## src/rtl/deser_trama_if.sv

```systemverilog
// Handshake bundle between the frame receiver and its neighbours:
// serial input side (from det_sec) and parallel word output side (to consumer).
interface deser_trama_if #(
  parameter int WIDTH = 8
);
  logic             s_in;
  logic             sync_in;
  logic [WIDTH-1:0] dato_out;
  logic             dato_valido;
  logic             dato_listo;
  logic             desborde;
  logic             err_paridad;

  // Receiver side: consumes the serial stream, produces words.
  modport slave (
    input  s_in,
    input  sync_in,
    input  dato_listo,
    output dato_out,
    output dato_valido,
    output desborde,
    output err_paridad
  );

  // Driver/consumer side: feeds the serial stream, takes words.
  modport master (
    output s_in,
    output sync_in,
    output dato_listo,
    input  dato_out,
    input  dato_valido,
    input  desborde,
    input  err_paridad
  );
endinterface

```

## src/rtl/deser_trama.sv

```systemverilog
// deser_trama: serial-to-parallel frame receiver behind det_sec.
// Assembles s_in MSB-first into WIDTH-bit words while sync_in is high and
// queues them in a FIFO_DEPTH-entry FIFO with a valid/ready output.
// Optional build macro DESER_PARIDAD_EN: every word is followed by an
// even-parity bit; bad words are dropped and err_paridad pulses.
//
// state   | meaning
// ESPERA  | idle, waiting for sync_in to start a word
// RECIBE  | shifting word bits in, MSB first
// PARIDAD | sampling the parity bit after a full word (macro only)
module deser_trama #(
  parameter int WIDTH      = 8,
  parameter int FIFO_DEPTH = 4
) (
  input logic           clk,
  input logic           rst,
  deser_trama_if.slave  bus_if
);

  localparam int AW = $clog2(FIFO_DEPTH);
  localparam int CW = $clog2(WIDTH);

`ifdef DESER_PARIDAD_EN
  typedef enum logic [2:0] {
    ESPERA  = 3'b001,
    RECIBE  = 3'b010,
    PARIDAD = 3'b100
  } state_t;
`else
  typedef enum logic [1:0] {
    ESPERA = 2'b01,
    RECIBE = 2'b10
  } state_t;
`endif

  state_t           state_q, state_d;
  logic [CW-1:0]    cnt_q, cnt_d;
  logic [WIDTH-1:0] shift_q, shift_d;
  logic [WIDTH-1:0] shift_next;
  logic [WIDTH-1:0] push_word;
  logic             push;

`ifdef DESER_PARIDAD_EN
  logic             err_q, err_d;
`endif

  logic [WIDTH-1:0] mem_q [FIFO_DEPTH];
  logic [AW-1:0]    wr_q, rd_q;
  logic [AW:0]      count_q;
  logic             desborde_q;
  logic             empty, full, pop, push_ok;

  // FSM state, bit counter and shift register.
  always_ff @(posedge clk) begin
    if (rst) begin
      state_q <= ESPERA;
      cnt_q   <= '0;
      shift_q <= '0;
    end else begin
      state_q <= state_d;
      cnt_q   <= cnt_d;
      shift_q <= shift_d;
    end
  end

`ifdef DESER_PARIDAD_EN
  // Parity error pulse register, one cycle after the bad parity bit.
  always_ff @(posedge clk) begin
    if (rst) err_q <= 1'b0;
    else     err_q <= err_d;
  end
`endif

  // Next-state logic: word assembly, completion and push request.
  always_comb begin
    state_d    = state_q;
    cnt_d      = cnt_q;
    shift_d    = shift_q;
    shift_next = {shift_q[WIDTH-2:0], bus_if.s_in};
    push_word  = shift_next;
    push       = 1'b0;
`ifdef DESER_PARIDAD_EN
    err_d      = 1'b0;
`endif
    case (state_q)
      ESPERA: begin
        if (bus_if.sync_in) begin
          shift_d = {{(WIDTH-1){1'b0}}, bus_if.s_in};
          cnt_d   = CW'(1);
          state_d = RECIBE;
        end
      end
      RECIBE: begin
        // Losing sync beats word completion: the partial word is discarded.
        if (!bus_if.sync_in) begin
          cnt_d   = '0;
          state_d = ESPERA;
        end else begin
          shift_d = shift_next;
          if (cnt_q == CW'(WIDTH-1)) begin
            cnt_d = '0;
`ifdef DESER_PARIDAD_EN
            state_d = PARIDAD;
`else
            push    = 1'b1;
`endif
          end else begin
            cnt_d = cnt_q + CW'(1);
          end
        end
      end
`ifdef DESER_PARIDAD_EN
      PARIDAD: begin
        cnt_d = '0;
        if (!bus_if.sync_in) begin
          state_d = ESPERA;
        end else begin
          state_d = RECIBE;
          if (^{shift_q, bus_if.s_in}) begin
            err_d = 1'b1;
          end else begin
            push      = 1'b1;
            push_word = shift_q;
          end
        end
      end
`endif
      default: begin
        cnt_d   = '0;
        state_d = ESPERA;
      end
    endcase
  end

  // FIFO handshake decode; a push into a full FIFO still lands if a pop
  // frees a slot in the same cycle.
  always_comb begin
    empty   = (count_q == '0);
    full    = (count_q == (AW+1)'(FIFO_DEPTH));
    pop     = !empty && bus_if.dato_listo;
    push_ok = push && (!full || pop);
  end

  // FIFO storage; contents are only observable through count, so no reset.
  always_ff @(posedge clk) begin
    if (push_ok) mem_q[wr_q] <= push_word;
  end

  // FIFO pointers, occupancy and sticky overflow flag.
  always_ff @(posedge clk) begin
    if (rst) begin
      wr_q       <= '0;
      rd_q       <= '0;
      count_q    <= '0;
      desborde_q <= 1'b0;
    end else begin
      if (push_ok) wr_q <= wr_q + AW'(1);
      if (pop)     rd_q <= rd_q + AW'(1);
      case ({push_ok, pop})
        2'b10:   count_q <= count_q + (AW+1)'(1);
        2'b01:   count_q <= count_q - (AW+1)'(1);
        default: count_q <= count_q;
      endcase
      if (push && !push_ok) desborde_q <= 1'b1;
    end
  end

  // Outputs; the word is forced to zero while the FIFO is empty.
  always_comb begin
    bus_if.dato_valido = !empty;
    bus_if.dato_out    = empty ? '0 : mem_q[rd_q];
    bus_if.desborde    = desborde_q;
`ifdef DESER_PARIDAD_EN
    bus_if.err_paridad = err_q;
`else
    bus_if.err_paridad = 1'b0;
`endif
  end

endmodule

```

## src/flat_wrapper.sv

```systemverilog
// flat-port wrapper written by rule: the top's interface ports become plain ports
module deser_trama_flat 
#(
  parameter int WIDTH      = 8,
  parameter int FIFO_DEPTH = 4
)
  (clk, rst, bus_if_s_in, bus_if_sync_in, bus_if_dato_listo, bus_if_dato_out, bus_if_dato_valido, bus_if_desborde, bus_if_err_paridad);
  deser_trama_if #(.WIDTH(WIDTH)) bus_if_i ();
  input logic clk;
  input logic rst;
  input wire logic [$bits(bus_if_i.s_in)-1:0] bus_if_s_in;
  input wire logic [$bits(bus_if_i.sync_in)-1:0] bus_if_sync_in;
  input wire logic [$bits(bus_if_i.dato_listo)-1:0] bus_if_dato_listo;
  output wire logic [$bits(bus_if_i.dato_out)-1:0] bus_if_dato_out;
  output wire logic [$bits(bus_if_i.dato_valido)-1:0] bus_if_dato_valido;
  output wire logic [$bits(bus_if_i.desborde)-1:0] bus_if_desborde;
  output wire logic [$bits(bus_if_i.err_paridad)-1:0] bus_if_err_paridad;
  assign bus_if_i.s_in = bus_if_s_in;
  assign bus_if_i.sync_in = bus_if_sync_in;
  assign bus_if_i.dato_listo = bus_if_dato_listo;
  assign bus_if_dato_out = bus_if_i.dato_out;
  assign bus_if_dato_valido = bus_if_i.dato_valido;
  assign bus_if_desborde = bus_if_i.desborde;
  assign bus_if_err_paridad = bus_if_i.err_paridad;
  deser_trama #(.WIDTH(WIDTH), .FIFO_DEPTH(FIFO_DEPTH)) u_core (.clk(clk), .rst(rst), .bus_if(bus_if_i));
endmodule
```

## config.mk

```make
export PLATFORM = sky130hd
export DESIGN_NAME = deser_trama_flat
export DESIGN_NICKNAME = d
export VERILOG_FILES = /design/src/rtl/deser_trama_if.sv /design/src/rtl/deser_trama.sv /design/src/flat_wrapper.sv
export SDC_FILE = /design/constraint.sdc
export NUM_CORES = 1
export LEC_CHECK = 0
export BUFFER_PORTS_ARGS = -buffer_cell sky130_fd_sc_hd__buf_2
export CORE_MARGIN = 1
export CORE_UTILIZATION = 25
export DETAILED_ROUTE_END_ITERATION = 10
export SYNTH_ARGS = -nofsm -noshare
export SYNTH_HDL_FRONTEND = slang
export SYNTH_SLANG_ARGS = --single-unit
```

## constraint.sdc

```tcl
create_clock -name clk -period 2.68 [get_ports clk]
set_input_delay 0.268 -clock clk [delete_from_list [all_inputs] [get_ports clk]]
set_output_delay 0.268 -clock clk [all_outputs]
set_load 0.05 [all_outputs]
```

==> key figures <==
Timing
  – Max Slew Vio Count: 0
  – Setup TNS: 0 ns
  – RSZ-0062 raised after global routing: false
  – Fin crit share: 87.6%
  – Max_slew headroom: 61.9%
  – Final hold violations: 0
  – FMAX: about 430 MHz
  – Final setup viols: 0
  – Max Clock Skew: about 0.0095 ns
  – Post-layout min period: 2.35 ns
  – Slew @ Worst Pin: approximately 0.57 ns

Clock tree
  – Clock-pin transition on the worst setup and hold timing paths: 0.10 ns
  – Total setup buffers inserted after CTS: 0
  – H-tree depth: 2
  – CTS tree: built
  – Clock buffer depth: 2
  – CTS resizes: 0
  – CTS sink cnt: 54
  – Clock Latency Late Sink: 0.31 ns
  – CTS buffer count: 5
  – Post-CTS Hold Fix Bufs: 0
  – Root buffer cell: clkbuf_8

Critical path
  – WP data arrival: 2.58 ns
  – Crit Path Class: reg -> reg
  – WP buf/inv: 2
  – CP Launch Type: flip-flop
  – Crit path capture type: flip-flop
  – CP Cell Sequence: ha_1, ha_1, nor3b_4, inv_1, ha_1, inv_1, fa_1, xor2_1, or3_1, a21oi_1
  – Critical Path RT: approximately 2.9 ns
  – Critical path's slowest cell: fa_1
  – CP max stage delay: 0.43 ns
  – Max FO, Critical Path: 7
  – Crit-path leading delay family: adder cells
  – Worst path most repeated cell: ha_1

Synth
  – EDFF count, synth: 32
  – FFs w/ async S/R, synth: 0%
  – Register area share after synthesis: 61.8%
  – Post-Syn Area: 2270 µm²
  – Count of cell types in the netlist: 35
  – Share of the synthesized area in the top cell type: 42.4%
  – Post-synthesis cell count: 165
  – Count leader, synth: edfxtp_1
  – Synth area leader: edfxtp_1
  – Synth warn: 0
  – Synth Register Bits: 54
  – Synthesized area per cell: 13.7 µm²
  – Most used DFF post-synth: edfxtp_1
  – Post-synth top cells: edfxtp_1, dfxtp_1, nor2_1
  – Synth Net Count: 180
  – Synth top area cells: edfxtp_1, dfxtp_1, mux4_2

GRT
  – Global-route wire length before repair: just over 6000 µm
  – Largest net degree at the start of global routing: 24
  – Overflow after GRT: 0
  – Vias in the first global route: 1,225
  – Initial antenna violation count: 0
  – GRT Util Overall: between 8 and 9%

Cells and area
  – Layout area overhead: 13.2%
  – Share of cells above drive strength 1: a little over a fifth
  – ANT cells: 0
  – Final core occ: 29.3%
  – Nets: 195

Floorplan
  – # IOs: 16
  – Die ar.: 9460 µm²
  – Std-Cell Rows: 34
  – Die Y-Extent: 97.3 µm
  – Initial core utilization: 25.9%
  – Die width: 97.3 µm
  – Core ar.: just under 9000 µm²

Drt
  – DRT Wirelength: about 3700 µm
  – Initial DRC Count: 37
  – DR vias: 1,216
  – # DRC: 0
  – Final ANT Viol Nets: 0
  – Wire per inst: 12.9 µm
  – 1st-pass router iterations: 4
  – Routed vias/inst: between 4 and 5

Power
  – VDD IR max: about 210 µV
  – Internal Pwr Total: 1.20 mW
  – Lkg Pwr: roughly 0.94 nW
  – Flop pwr share: between 50% and 60%
  – Switch share: roughly a fifth
  – Net switching power: 0.304 mW
  – Clock share of power: between 30% and 40%
  – Comb pwr share: 3.5%
  – Power per cell area: 587 nW/µm²

Placement
  – HPWL after DPL: between 2000 and 2500 µm
  – PortBufs: 14
  – Routability cong.: 0.637

Min path
  – Hold Crit Class: in -> reg

Outcome
  – Outcome: finished clean

Run
  – Max Cap Viol: 0
## power by group through the flow
stage	combinational, mW	clock (mW)	sequential, mW
floorplan	0.0399	0	0.901
global placement	0.0528	0	0.902
detailed placement	0.0528	0	0.903
CTS	0.0533	0.586	0.883
global route	0.0600	0.618	0.884
finish	0.0525	0.572	0.883
## cell usage in the layout, fill, tap and decap left out
cell type | synthesis | layout
edfxtp_1 | 32 | 32
dfxtp_1 | 22 | 22
nor2_1 | 17 | 17
buf_2 | 4 | 14
inv_1 | 10 | 10
ha_1 | 9 | 9
mux4_2 | 8 | 8
nor2b_1 | 8 | 8
a21oi_1 | 7 | 7
a22oi_1 | 6 | 6
clkbuf_8 | 0 | 6
nand2_1 | 4 | 4
and2_2 | 4 | 4
nand3b_1 | 4 | 4
xor2_1 | 3 | 3
o21ai_0 | 3 | 3
or3_1 | 2 | 2
nand2b_1 | 2 | 2
mux2i_1 | 2 | 2
o31ai_1 | 1 | 1
nor3_1 | 1 | 1
nor4b_4 | 1 | 1
nor3b_4 | 1 | 1
and2_1 | 1 | 1
o21ai_1 | 1 | 1
nand3_1 | 1 | 1
o211ai_1 | 1 | 1
a31oi_1 | 1 | 1
mux2_4 | 1 | 1
or2b_1 | 1 | 1
a21boi_0 | 1 | 1
o21bai_1 | 1 | 1
fa_1 | 1 | 1
conb_1 | 1 | 1
bufinv_16 | 0 | 1
inv_6 | 0 | 1
buf_4 | 1 | 1
## per-stage QoR
step | worst slack (ns) | total power, mW | cells | instance area [µm²] | hold slack, ns
6_report | 0.333 | 1.51 | 289 | 2570 | 0.213
3_3_place_gp | 0.426 | 0.955 | 281 | 2450 | 0.477
4_1_cts | 0.329 | 1.52 | 289 | 2570 | 0.206
2_1_floorplan | 0.484 | 0.941 | 165 | 2270 | 0.367
3_5_place_dp | 0.363 | 0.955 | 281 | 2450 | 0.485
5_1_grt | 0.186 | 1.56 | 289 | 2570 | 0.214
## logic make-up (layout without fill, tap and decap cells)
kind of cell / count (synthesis) / count (layout) / share of synthesized area (%)
and+or+nand+nor: 47 / 47 / 12.4
muxes: 11 / 11 / 9.49
other: 1 / 1 / 0.165
xor gates and xnor gates: 3 / 3 / 1.16
AOI/OAI and AO/OA: 22 / 22 / 6.01
DFF: 54 / 54 / 61.8
adders and majority gates: 10 / 10 / 5.85
buffers and inverters: 17 / 33 / 3.20
## path summary, 6_finish.rpt
path                         from            endpoint  slack (ns)  cells past startpoint
setup / recovery  u_core.cnt_q[0]   u_core.count_q[2]        0.33                     10
hold / removal        bus_if_s_in  u_core.mem_q[3][0]        0.21                      1
setup reg to reg  u_core.cnt_q[0]   u_core.count_q[2]        0.33                     10
hold reg to reg   u_core.cnt_q[1]     u_core.cnt_q[1]        0.50                      2
## metal layers
| layer | up-vias | wire length (µm) | GRT usage [%] |
|---|---|---|---|
| met5 | - | 0 | 0 |
| met4 | 0 | 48 | 3.39 |
| li1 | 615 | - | - |
| met2 | 17 | 1680 | 13.7 |
| met3 | 5 | 96 | 2.37 |
| met1 | 579 | 1900 | 10.5 |
## flip-flops by register name, indices dropped and copies added, names as in the netlist, named ones only
name and flops:
u_core.mem_q 32, u_core.shift_q 7, u_core.cnt_q 3, u_core.count_q 3, u_core.rd_q 2, u_core.state_q 2
u_core.wr_q 2, u_core.bus_if.desborde 1
## final cells by class
class | instances | area, µm²
Clock buffer | 6 | 82.6
Clock inverter | 2 | 38.8
Fill cell | 874 | 6200
Inverter | 10 | 37.5
Multi-Input combinational cell | 94 | 795
Sequential cell | 54 | 1400
Tap cell | 108 | 135
Timing Repair Buffer | 15 | 77.6
No activity file was read; power rests on OpenSTA's default activity.
